==> src/rtl/serial_display_arbiter.sv <==
// serial_display_arbiter
// One serial shift engine shared by three display targets (LED bank,
// 7-segment, LCD). A requester is granted round-robin. Its word is shifted
// out MSB-first on a single data line. The owning target's latch line then
// pulses for one cycle, and an optional idle gap follows before the next
// grant. Every output comes straight from a flop.

module serial_display_arbiter #(
  parameter int DATA_W     = 16,
  parameter int GAP_CYCLES = 2
) (
  input  logic              i_CLK,
  input  logic              i_RESET,
  input  logic [2:0]        i_Req,
  input  logic [DATA_W-1:0] i_Data0,
  input  logic [DATA_W-1:0] i_Data1,
  input  logic [DATA_W-1:0] i_Data2,
  output logic [2:0]        o_Ack,
  output logic              o_SerData,
  output logic [2:0]        o_Latch,
  output logic              o_Busy,
  output logic [1:0]        o_Owner
);

  localparam int CNT_W = $clog2(DATA_W);
  localparam int GAP_W = 4;

  typedef enum logic [1:0] {
    ST_IDLE  = 2'd0,
    ST_SHIFT = 2'd1,
    ST_LATCH = 2'd2,
    ST_GAP   = 2'd3
  } state_t;

  // Next requester after 'last', scanning upward with wrap. The result is
  // only used when at least one request bit is set.
  function automatic logic [1:0] rr_pick(input logic [2:0] req, input logic [1:0] last);
    logic [1:0] p0;
    logic [1:0] p1;
    logic [1:0] p2;
    logic [1:0] pick;
    case (last)
      2'd0: begin
        p0 = 2'd1;
        p1 = 2'd2;
        p2 = 2'd0;
      end
      2'd1: begin
        p0 = 2'd2;
        p1 = 2'd0;
        p2 = 2'd1;
      end
      default: begin
        p0 = 2'd0;
        p1 = 2'd1;
        p2 = 2'd2;
      end
    endcase
    if (req[p0]) begin
      pick = p0;
    end else if (req[p1]) begin
      pick = p1;
    end else begin
      pick = p2;
    end
    return pick;
  endfunction

  // Requester index to its one-hot ack/latch line.
  function automatic logic [2:0] to_onehot(input logic [1:0] idx);
    logic [2:0] oh;
    case (idx)
      2'd0:    oh = 3'b001;
      2'd1:    oh = 3'b010;
      2'd2:    oh = 3'b100;
      default: oh = 3'b000;
    endcase
    return oh;
  endfunction

  state_t            state_r;
  state_t            state_s;
  // Holds the bits still to be sent below the one already on the data line.
  logic [DATA_W-2:0] shift_r;
  logic [DATA_W-2:0] shift_s;
  logic [CNT_W-1:0]  bit_cnt_r;
  logic [CNT_W-1:0]  bit_cnt_s;
  logic [GAP_W-1:0]  gap_cnt_r;
  logic [GAP_W-1:0]  gap_cnt_s;
  logic [1:0]        owner_r;
  logic [1:0]        owner_s;
  logic [2:0]        ack_r;
  logic [2:0]        ack_s;
  logic [2:0]        latch_r;
  logic [2:0]        latch_s;
  logic              ser_r;
  logic              ser_s;
  logic              busy_r;
  logic              busy_s;
  logic [1:0]        sel_s;
  logic [DATA_W-1:0] sel_word_s;

  // Pick the round-robin winner and route its data word.
  always_comb begin
    sel_s = rr_pick(i_Req, owner_r);
    case (sel_s)
      2'd0:    sel_word_s = i_Data0;
      2'd1:    sel_word_s = i_Data1;
      default: sel_word_s = i_Data2;
    endcase
  end

  // Next state and next value of every registered output.
  always_comb begin
    state_s   = state_r;
    shift_s   = shift_r;
    bit_cnt_s = bit_cnt_r;
    gap_cnt_s = gap_cnt_r;
    owner_s   = owner_r;
    ack_s     = 3'b000;
    latch_s   = 3'b000;
    ser_s     = 1'b0;
    case (state_r)
      ST_IDLE: begin
        if (i_Req != 3'b000) begin
          // Grant edge: the MSB goes on the line at once and the rest waits.
          state_s   = ST_SHIFT;
          shift_s   = sel_word_s[DATA_W-2:0];
          ser_s     = sel_word_s[DATA_W-1];
          bit_cnt_s = CNT_W'(DATA_W - 1);
          owner_s   = sel_s;
          ack_s     = to_onehot(sel_s);
        end else begin
          state_s = ST_IDLE;
        end
      end
      ST_SHIFT: begin
        if (bit_cnt_r == '0) begin
          state_s = ST_LATCH;
          latch_s = to_onehot(owner_r);
        end else begin
          ser_s     = shift_r[DATA_W-2];
          shift_s   = shift_r << 1;
          bit_cnt_s = bit_cnt_r - CNT_W'(1);
        end
      end
      ST_LATCH: begin
        if (GAP_CYCLES > 0) begin
          state_s   = ST_GAP;
          gap_cnt_s = GAP_W'(GAP_CYCLES - 1);
        end else begin
          state_s = ST_IDLE;
        end
      end
      ST_GAP: begin
        if (gap_cnt_r == '0) begin
          state_s = ST_IDLE;
        end else begin
          gap_cnt_s = gap_cnt_r - GAP_W'(1);
        end
      end
      default: begin
        state_s = ST_IDLE;
      end
    endcase
    busy_s = (state_s != ST_IDLE);
  end

  // State and output registers. Reset aborts any transfer without a latch.
  always_ff @(posedge i_CLK or posedge i_RESET) begin
    if (i_RESET) begin
      state_r   <= ST_IDLE;
      shift_r   <= '0;
      bit_cnt_r <= '0;
      gap_cnt_r <= '0;
      owner_r   <= 2'd2;
      ack_r     <= 3'b000;
      latch_r   <= 3'b000;
      ser_r     <= 1'b0;
      busy_r    <= 1'b0;
    end else begin
      state_r   <= state_s;
      shift_r   <= shift_s;
      bit_cnt_r <= bit_cnt_s;
      gap_cnt_r <= gap_cnt_s;
      owner_r   <= owner_s;
      ack_r     <= ack_s;
      latch_r   <= latch_s;
      ser_r     <= ser_s;
      busy_r    <= busy_s;
    end
  end

  assign o_Ack     = ack_r;
  assign o_SerData = ser_r;
  assign o_Latch   = latch_r;
  assign o_Busy    = busy_r;
  assign o_Owner   = owner_r;

endmodule

==> config.mk <==
export PLATFORM = sky130hd
export DESIGN_NAME = serial_display_arbiter
export DESIGN_NICKNAME = d
export VERILOG_FILES = /design/src/rtl/serial_display_arbiter.sv
export SDC_FILE = /design/constraint.sdc
export NUM_CORES = 1
export LEC_CHECK = 0
export BUFFER_PORTS_ARGS = -buffer_cell sky130_fd_sc_hd__buf_4
export CAP_MARGIN = 20
export CORE_ASPECT_RATIO = 1.75
export CORE_MARGIN = 5
export CORE_UTILIZATION = 35
export DETAILED_ROUTE_END_ITERATION = 12
export GPL_ROUTABILITY_DRIVEN = 0
export PLACE_DENSITY = 0.7
export SETUP_SLACK_MARGIN = 0.4
export SYNTH_ARGS = -nofsm -noshare
export SYNTH_HDL_FRONTEND = slang
export SYNTH_SLANG_ARGS = --single-unit
==> constraint.sdc <==
create_clock -name i_CLK -period 1.7 [get_ports i_CLK]
set_input_delay 0.34 -clock i_CLK [delete_from_list [all_inputs] [get_ports i_CLK]]
set_output_delay 0.34 -clock i_CLK [all_outputs]
set_load 0.1 [all_outputs]
==> results of run 1 <==
==> metal layers <==
| layer | up-vias | global-route usage | wire length [µm] |
|---|---|---|---|
| met5 | - | 0 | 0 |
| met3 | 23 | 0.0367 | 316 |
| met4 | 0 | 0.0678 | 232 |
| met1 | 1151 | 0.195 | 2890 |
| li1 | 1129 | - | - |
| met2 | 82 | 0.349 | 4230 |
==> layout make-up <==
type                            count  share of cell area
Clock buffer                        7              0.0209
Clock inverter                      1             0.00137
Inverter                           11              0.0154
Multi-Input combinational cell    178               0.405
Sequential cell                    35               0.242
Tap cell                           80              0.0274
Timing Repair Buffer              115               0.288
==> worst min-delay path by stage <==
stage | slack, ns | to | from | cells after the start
after floorplan | 0.46 | bit_cnt_r[0] | bit_cnt_r[0] | 1
after global placement | 0.48 | shift_r[2] | i_RESET | 3
after detailed placement | 0.49 | o_Ack[2] | i_RESET | 3
after CTS | 0.18 | o_Ack[2] | i_RESET | 3
after global routing | 0.22 | o_Ack[2] | i_RESET | 3
final | 0.16 | o_Ack[2] | i_RESET | 3
==> sequential cells by signal, indices dropped and copies added (netlist names) <==
name / cells
o_SerData: 1
o_Latch: 3
o_Busy: 1
shift_r: 15
gap_cnt_r: 4
o_Ack: 3
bit_cnt_r: 4
o_Owner: 2
state_r: 2
==> logic make-up after synthesis <==
kind of cell	Yosys count
and+or+nand+nor	105
muxes	1
adders and majority gates	2
buffers and inverters	33
AOI/OAI and AO/OA	68
xor gates and xnor gates	1
DFF	35
==> worst register-to-register path: cells and delay by family, from the launching register on <==
family	cells	cell delay, ns
and+or+nand+nor	2	0.70
DFF	1	0.49
buffers and inverters	1	0.19
AOI/OAI and AO/OA	2	0.26
==> cell usage in the layout, fill, tap and decap left out, drive strengths merged, types with 2 or more instances in the layout <==
cell type,synthesis,final
a22o,3,3
a211oi,14,14
ha,2,2
nor2b,2,2
a221oi,14,14
and3,1,2
nor3,19,19
o211ai,18,18
clkbuf,4,8
a22oi,2,2
inv,11,10
nand2b,3,3
nand4,14,14
o21ai,5,5
nor2,21,21
a21oi,5,5
or3b,3,3
o2111ai,2,2
nand2,27,27
buf,18,114
dfrtp,34,34
nand4b,3,3
a21o,3,3
clkinv,0,2
nand3,7,7
==> through the flow <==
| stage | setup slack, ns | hold WS [ns] | TNS, ns | std cells | util |
|---|---|---|---|---|---|
| 3_5_place_dp | -0.0571 | 0.486 | -0.338 | 396 | 0.487 |
| 4_1_cts | -0.00387 | 0.177 | -0.00387 | 416 | 0.552 |
| 5_1_grt | -0.0615 | 0.217 | -0.695 | 427 | 0.592 |
| 3_3_place_gp | -0.0155 | 0.477 | -0.0159 | 396 | 0.487 |
| 6_report | -0.0197 | 0.161 | -0.0465 | 427 | 0.592 |
| 2_1_floorplan | -0.177 | 0.462 | -2.17 | 245 | - |
==> cells in the mapped netlist, drive strengths merged <==
cell | n | area share
nand2 | 27 | 0.046
o22ai | 1 | 0.0028
o21ai | 5 | 0.011
a22oi | 2 | 0.013
nand3 | 7 | 0.018
inv | 11 | 0.019
and2 | 1 | 0.0028
mux2 | 1 | 0.0051
nor3b | 1 | 0.0034
o2111ai | 2 | 0.0079
dfstp | 1 | 0.012
or3b | 3 | 0.012
nand2b | 3 | 0.0085
or3 | 1 | 0.0028
o211ai | 18 | 0.061
a211oi | 14 | 0.065
and3 | 1 | 0.0028
a21oi | 5 | 0.013
nand3b | 1 | 0.0034
a31oi | 1 | 0.0028
ha | 2 | 0.011
nor2 | 21 | 0.038
nand4 | 14 | 0.040
buf | 18 | 0.061
or4b | 1 | 0.0062
a221oi | 14 | 0.055
a22o | 3 | 0.012
nor2b | 2 | 0.0056
nand4b | 3 | 0.012
dfrtp | 34 | 0.38
xor2 | 1 | 0.0040
clkbuf | 4 | 0.0068
nor3 | 19 | 0.043
a21o | 3 | 0.010
==> power by group through the flow <==
stage          clock [mW]  sequential (mW)  combinational, mW
3_5_place_dp            0             1.46               3.44
3_3_place_gp            0             1.45               3.38
5_1_grt             0.642             1.54               4.96
4_1_cts             0.597             1.47               4.10
2_1_floorplan           0             1.82               2.20
6_report            0.587             1.50               4.67
==> repair_timing <==
| action | CTS | global route |
|---|---|---|
| buffers inserted | 12 | 9 |
| pin swaps | 13 | 13 |
| cloned | 0 | 2 |
| setup endpoints to repair | 32 | 33 |
| gates resized for setup | 50 | 38 |
==> qor.txt, run 1 <==
status = complete, but fails checks
violated checks = setup timing
Comb power frac = 0.691
Multi-input gate area = 1480 µm²
# setup viols final = 4
R2R Setup Slk = -0.02 ns
storage element area = 886 µm²
Filler Cells Inserted = 529
simple-gate share of the synthesized area = 0.243
average wire per standard cell = 17.9 µm
synthesized cell area = 2220 µm²
period utilization = 1.01
cts hold-fix bufs = 0
Sw Share = 0.454
post-synth cell types = 44
Setup Skew = 0.00365 ns
crit path cell chain = or4b_4 -> nand3_4 -> clkbuf_16 -> a221oi_2 -> a211oi_2
cell area after layout = 3660 µm²
Psw = 3.07 mW
clock sinks = 35
FF+latch count, synth = 35
Synth Area in Compound Gates = 0.255
grt total ovfl = 0
Initial Utilization = 0.359
RSZ-0062 raised after global routing = true
CTS root buffer = clkbuf_8
Max VDD drop = 0.785 mV
number of global-route vias before repair = 2446
critical path type = reg2reg
worst r2r path cells = 5
post-synthesis adder-cell area fraction = 0.0113
Num CTS Buffers = 5
FP Rows = 38
max incr delay on CP = 0.53 ns
CTS tree = built
Hold/Removal Path Class = in2async
via count = 2385
register area share after synthesis = 0.396
Synth Warn # = 0
slowest CP cell = or4b_4
largest family of logic cells by synthesized area = compound AO/OA/AOI/OAI gates
Max Slew Vio Count = 0
CP startpoint kind = register
Min Clock Period, post-route = 1.72 ns
first-pass detailed-route iteration total = 4
share of layout cells above drive strength 1 = 0.565
DPL Wire Length = 5290 µm
Flop pwr share = 0.222
clk slew on worst S/H paths = 0.07 ns
gr usage total = 0.183
H-tree depth = 2
Chip Width = 70.2 µm
WP buf/inv = 1
violation count after the first detailed-routing iteration = 147
clock tree buffer depth = 2
XOR/XNOR Fraction of Synth Area = 0.00395
leak pwr = 1.54 nW
IO Pins = 63
mux contribution to synthesized area = 0.00508
clock network fraction of design power = 0.087
Layout Nets = 401
crit path to = shift_r[5]
Levels on crit path = 5
FF-to-FF Start = o_Owner[1]
antenna violations before repair = 0
Cells after Synth = 245
fmax = 581 MHz
r2r endpoint = shift_r[5]
diodes inserted = 0
final setup margin = -0.0197 ns
placed instance area = 3010 µm²
internal power = 3.69 mW
die height = 115 µm
core area = 6180 µm²
capturing element type of the critical path = register
Pwr per Cell Area = 1850 nW/µm²
worst slew pin tran = 0.467 ns
die footprint = 8090 µm²
WP data required = 1.91 ns
drt drc = 0
top fanout value on the critical path = 8
normalized max-slew margin = 0.689
Post-Route WL = 7660 µm
first-pass GRT wire length = 11800 µm
largest net degree at the start of global routing = 36
Syn Nets = 300
Syn-to-layout area delta = 65.0%
DR vias/cell = 5.59
# port buffers = 62
Skew-Pair Late Insertion Delay = 0.29 ns
Critical Path Start = o_Owner[1]
CP arrival = 1.93 ns
Syn Area/Cell = 9.05 µm²
post-route ant nets = 0
max-cap violations = 0
Hold Violations, Final = 0
Crit path max-delay family = simple AND/OR/NAND/NOR gates
Tot Pwr = 6.76 mW
Power figures use the tool's default switching activity.
==> run 2: changes to the inputs <==
--- a/config.mk
+++ b/config.mk
@@ -9,10 +9,10 @@
 export CAP_MARGIN = 20
 export CORE_ASPECT_RATIO = 1.75
 export CORE_MARGIN = 5
-export CORE_UTILIZATION = 35
+export CORE_UTILIZATION = 45
 export DETAILED_ROUTE_END_ITERATION = 12
 export GPL_ROUTABILITY_DRIVEN = 0
-export PLACE_DENSITY = 0.7
+export PLACE_DENSITY = 0.83
 export SETUP_SLACK_MARGIN = 0.4
 export SYNTH_ARGS = -nofsm -noshare
 export SYNTH_HDL_FRONTEND = slang
==> run 2 against run 1 <==
The run still ends with setup timing left; wire length increased by 21%; power rose by 6.2%; final area increased by 1.3%.
==> qor.txt, run 2 (same netlist as run 1, synthesis figures left out) <==
clk slew on worst S/H paths = 0.08 ns (about the same)
DR vias/cell = 6.64 (+19%)
FP Rows = 33 (-13%)
worst r2r path cells = 7 (+2)
Max VDD drop = 1.70 mV (+120%)
# port buffers = 62 (unchanged)
largest net degree at the start of global routing = 36 (unchanged)
Skew-Pair Late Insertion Delay = 0.30 ns (about the same)
final setup margin = -0.180 ns (-0.160 ns)
Final Non-Filler Cells = 402 (-5.9%)
critical path type = reg2reg
# setup viols final = 19 (+15)
WP data required = 1.91 ns (about the same)
Hold Violations, Final = 0 (unchanged)
CP startpoint kind = register
Largest regs = shift_r: 15 flops, bit_cnt_r: 4 flops, gap_cnt_r: 4 flops
status = complete, but fails checks
violated checks = setup timing
share of layout cells above drive strength 1 = 0.589 (+0.0237)
worst slew pin tran = 0.473 ns (+0.00547 ns)
storage element area = 887 µm² (+0.14%)
period utilization = 1.11 (+0.0943)
Post-Route WL = 9300 µm (+21%)
post-route ant nets = 0 (unchanged)
Setup Skew = 0.00825 ns (+0.00460 ns)
grt total ovfl = 0 (unchanged)
commonest non-fill, non-tap cell in the layout = buf_4
Hold/Removal Path Class = in2async
top fanout value on the critical path = 13 (+5)
first-pass GRT wire length = 13100 µm (+11%)
worst hold-check slack = 0.143 ns (-0.0183 ns)
CP arrival = 2.09 ns (+0.16 ns)
Filler Cells Inserted = 273 (-48%)
cts hold-fix bufs = 0 (unchanged)
first-pass detailed-route iteration total = 5 (+1)
IO Pins = 63 (unchanged)
leak pwr = 1.59 nW (+3.2%)
die footprint = 6490 µm² (-20%)
Pwr per Cell Area = 1940 nW/µm² (+4.8%)
via count = 2669 (+12%)
most frequent cells in the layout = 90 x buf_4, 31 x dfrtp_1, 23 x nand2_1
Max Slew Vio Count = 0 (unchanged)
violation count after the first detailed-routing iteration = 276 (+88%)
Initial Utilization = 0.467 (+0.108)
R2R Setup Slk = -0.18 ns (-0.16 ns)
fmax = 532 MHz (-8.5%)
Tot Pwr = 7.18 mW (+6.2%)
antenna violations before repair = 0 (unchanged)
Layout Nets = 404 (+0.75%)
Most flops, register = shift_r
max reg flops = 15 (unchanged)
CTS tree = built
clock tree buffer depth = 2 (unchanged)
Inst Count DP = 366 (-7.6%)
normalized max-slew margin = 0.685 (-0.00365)
Min Clock Period, post-route = 1.88 ns (+0.160 ns)
crit path cell chain = inv_1 -> ha_2 -> or3b_4 -> a22oi_4 -> buf_12 -> nor3_1 -> a211oi_2
Syn-to-layout area delta = 67.2%
core area = 4750 µm² (-23%)
average wire per standard cell = 23.1 µm (+29%)
H-tree depth = 2 (unchanged)
number of global-route vias before repair = 2662 (+8.8%)
Chip Width = 63.1 µm (-10%)
max incr delay on CP = 0.41 ns (-0.12 ns)
CTS root buffer = clkbuf_8
die height = 103 µm (-11%)
clock sinks = 35 (unchanged)
pre-CTS setup slack = -0.398 ns (-0.341 ns)
Multi-input gate area = 1500 µm² (+1.4%)
Num CTS Buffers = 5 (unchanged)
DPL Wire Length = 5030 µm (-4.8%)
drt drc = 0 (unchanged)
diodes inserted = 0 (unchanged)
slowest CP cell = or3b_4
gr usage total = 0.258 (+0.0749)
capturing element type of the critical path = register
RSZ-0062 raised after global routing = true
max-cap violations = 0 (unchanged)
[run 2: cell type report]
cell class	instances	share of cell area
clock buffers	7	0.0206
clock inverters	1	0.00135
inverters	11	0.0132
multi-input cells	177	0.405
flip-flops and latches	35	0.239
well taps	52	0.0175
repair buffers	119	0.303
[run 2: final timing paths]
path                                    from    endpoint
worst max-delay path            bit_cnt_r[0]  shift_r[1]
worst min-delay path                 i_RESET  shift_r[0]
worst max register to register  bit_cnt_r[0]  shift_r[1]
worst min register to register   shift_r[14]   o_SerData
max in group asynchronous            i_RESET  o_Owner[0]
min in group i_CLK               i_Data1[15]   o_SerData
[run 2: where the power goes]
part	switching, mW	total [mW]	internal, mW	leakage [nW]
sequential	0.299	1.51	1.22	0.406
clock	0.323	0.610	0.288	0.0422
combinational	2.77	5.05	2.28	1.14
[run 2: through the flow]
step	TNS, ns	cell area (µm²)	utilization
after global routing	-3.10	3710	0.781
after global placement	-3.63	2970	0.626
after detailed placement	-5.19	2970	0.626
after CTS	-0.910	3480	0.733
final	-2.04	3710	0.781
after floorplan	-2.17	2360	-
[run 2: layer usage]
layer  vias to the layer above  track usage  part of all wire
met4                         0        0.123             0.062
met3                        57       0.0589             0.079
met5                         -            0                 0
met2                       191        0.458              0.52
met1                      1288        0.289              0.34
li1                       1133            -                 -
[run 2: repair_timing]
| item | 4_1_cts | 5_1_grt |
|---|---|---|
| hold endpoints to repair | 0 | 0 |
| gates resized for setup | 58 | 34 |
| cloned | 2 | 1 |
| pin swaps | 24 | 11 |
| endpoints found under the setup margin | 34 | 32 |
| setup buffers | 16 | 9 |
[run 2: worst max-delay path: cells and delay by family, from the launching register on]
kind                     cells  cell delay (ns)
AND/OR/NAND/NOR              2             0.49
AO/OA/AOI/OAI                2             0.44
flip-flops                   1             0.40
buffers and inverters        2             0.27
adder cells (fa/ha/maj)      1             0.18
==> run 3: changes to the inputs <==
--- a/config.mk
+++ b/config.mk
@@ -6,13 +6,12 @@
 export NUM_CORES = 1
 export LEC_CHECK = 0
 export BUFFER_PORTS_ARGS = -buffer_cell sky130_fd_sc_hd__buf_4
-export CAP_MARGIN = 20
 export CORE_ASPECT_RATIO = 1.75
 export CORE_MARGIN = 5
-export CORE_UTILIZATION = 45
+export CORE_UTILIZATION = 47
 export DETAILED_ROUTE_END_ITERATION = 12
 export GPL_ROUTABILITY_DRIVEN = 0
-export PLACE_DENSITY = 0.83
+export PLACE_DENSITY = 0.86
 export SETUP_SLACK_MARGIN = 0.4
 export SYNTH_ARGS = -nofsm -noshare
 export SYNTH_HDL_FRONTEND = slang
==> run 3 against run 2 <==
Critical endpoint is now shift_r[11]; flip-flop and latch count did not move; first-iteration DRC count fell by 17%; the flow still finishes with violations (setup timing); via count fell by 7.2%; hold slack improved by 0.010 ns; critical path type unchanged.
==> qor.txt, run 3 (same netlist as run 1, synthesis figures left out) <==
commonest non-fill, non-tap cell in the layout = buf_4
via count = 2477 (-7.2%)
Num CTS Buffers = 5 (unchanged)
die footprint = 6250 µm² (-3.7%)
clock sinks = 35 (unchanged)
worst slew pin tran = 0.460 ns (-0.0123 ns)
clock network fraction of design power = 0.105 (+0.020)
post-route ant nets = 0 (unchanged)
Psw = 3.03 mW (-11%)
leak pwr = 1.47 nW (-7.9%)
largest net degree at the start of global routing = 36 (unchanged)
Largest regs = shift_r: 15 flops, bit_cnt_r: 4 flops, gap_cnt_r: 4 flops
Chip Width = 61.9 µm (-1.8%)
capturing element type of the critical path = register
period utilization = 1.02 (-0.0824)
top fanout value on the critical path = 16 (+3)
share of layout cells above drive strength 1 = 0.546 (-0.0423)
RSZ-0062 raised after global routing = true
Most flops, register = shift_r
Min Clock Period, post-route = 1.74 ns (-0.140 ns)
Flop pwr share = 0.239 (+0.028)
IO Pins = 63 (unchanged)
Setup Skew = 0.00847 ns (+0.000228 ns)
average wire per standard cell = 20.7 µm (-11%)
clk slew on worst S/H paths = 0.08 ns (about the same)
most frequent cells in the layout = 82 x buf_4, 31 x dfrtp_1, 24 x nand2_1
diodes inserted = 0 (unchanged)
CTS tree = built
first-pass GRT wire length = 11900 µm (-9.1%)
first-pass detailed-route iteration total = 4 (-1)
Tot Pwr = 6.48 mW (-9.7%)
violation count after the first detailed-routing iteration = 228 (-17%)
Max VDD drop = 1.62 mV (-4.5%)
Sw Share = 0.467 (-0.00588)
cts hold-fix bufs = 0 (unchanged)
final setup margin = -0.0399 ns (+0.140 ns)
CP startpoint kind = register
# setup viols final = 12 (-7)
status = complete, but fails checks
core area = 4620 µm² (-2.6%)
Syn-to-layout area delta = 55.4%
Post-Route WL = 8000 µm (-14%)
Max Slew Vio Count = 0 (unchanged)
Pwr per Cell Area = 1880 nW/µm² (-2.8%)
Final Non-Filler Cells = 387 (-3.7%)
Skew-Pair Late Insertion Delay = 0.29 ns (about the same)
internal power = 3.46 mW (-8.7%)
grt total ovfl = 0 (unchanged)
Layout Nets = 389 (-3.7%)
H-tree depth = 2 (unchanged)
Hold Violations, Final = 0 (unchanged)
max-cap violations = 0 (unchanged)
DPL Wire Length = 4810 µm (-4.4%)
gr usage total = 0.255 (-0.00297)
drt drc = 0 (unchanged)
max reg flops = 15 (unchanged)
Inst Count DP = 363 (-0.82%)
violated checks = setup timing
worst r2r path cells = 5 (-2)
normalized max-slew margin = 0.693 (+0.00823)
clock tree buffer depth = 2 (unchanged)
WP data required = 1.90 ns (about the same)
number of global-route vias before repair = 2464 (-7.4%)
DR vias/cell = 6.40 (-3.6%)
# port buffers = 62 (unchanged)
antenna violations before repair = 0 (unchanged)
fmax = 575 MHz (+8.0%)
Comb power frac = 0.656 (-0.048)
die height = 101 µm (-1.9%)
CTS root buffer = clkbuf_8
FP Rows = 33 (unchanged)
critical path type = reg2reg
Initial Utilization = 0.479 (+0.0125)
Hold/Removal Path Class = in2async
CP arrival = 1.94 ns (-0.15 ns)
run 3: critical path: stages (launching register included):
cell and delay [ns]:
dfstp_4 0.51, or4b_4 0.52, nand3_2 0.10, buf_12 0.16, a221oi_1 0.09, a211oi_1 0.25
run 3: area by class of cell:
class                      instances  area [µm²]
clock buffer                       8         100
fill                             307        1180
inverter                          11        53.8
multi-input combinational        178        1420
sequential                        35         887
tap                               52        65.1
timing repair buffer             103         922
run 3: power groups by stage:
stage                     combinational, mW  clock [mW]  sequential, mW
after global placement                 3.24           0            1.46
after floorplan                        2.20           0            1.82
after CTS                              3.85       0.681            1.49
after detailed placement               3.33           0            1.48
final                                  4.26       0.679            1.55
after global routing                   4.50       0.716            1.58
run 3: path summary, 6_finish.rpt:
check                        startpoint            to  slack [ns]
setup / recovery             o_Owner[1]   shift_r[11]       -0.04
hold / removal                  i_RESET      o_Ack[0]        0.15
setup reg to reg             o_Owner[1]   shift_r[11]       -0.04
hold reg to reg            bit_cnt_r[0]  bit_cnt_r[0]        0.55
max in group asynchronous       i_RESET    o_Owner[0]        1.19
min in group i_CLK          i_Data0[14]   shift_r[14]        0.31
run 3: metal layers:
layer  GRT usage  vias to the layer above  wire length [µm]
met5           0                        -                 0
met4       0.111                        0               278
met3      0.0526                       29               604
met2       0.436                      133              4290
met1       0.294                     1203              2830
li1            -                     1112                 -
run 3: stage by stage:
| step | hold WS (ns) | setup TNS, ns | cell area, µm² | util | worst slack, ns |
|---|---|---|---|---|---|
| finish | 0.153 | -0.162 | 3440 | 0.745 | -0.0399 |
| global placement | 0.468 | 0 | 2940 | 0.636 | 0.0115 |
| detailed placement | 0.479 | -0.172 | 2940 | 0.636 | -0.0812 |
| floorplan | 0.462 | -2.17 | 2360 | - | -0.177 |
| global route | 0.200 | -1.29 | 3440 | 0.745 | -0.0898 |
| CTS | 0.163 | -0.0234 | 3280 | 0.709 | -0.00826 |
run 3: what timing repair did:
action,in CTS,in global routing
gates resized for setup,41,36
buffers inserted,10,5
pin swaps,9,12
setup endpoints to repair,34,33
gates cloned,1,0
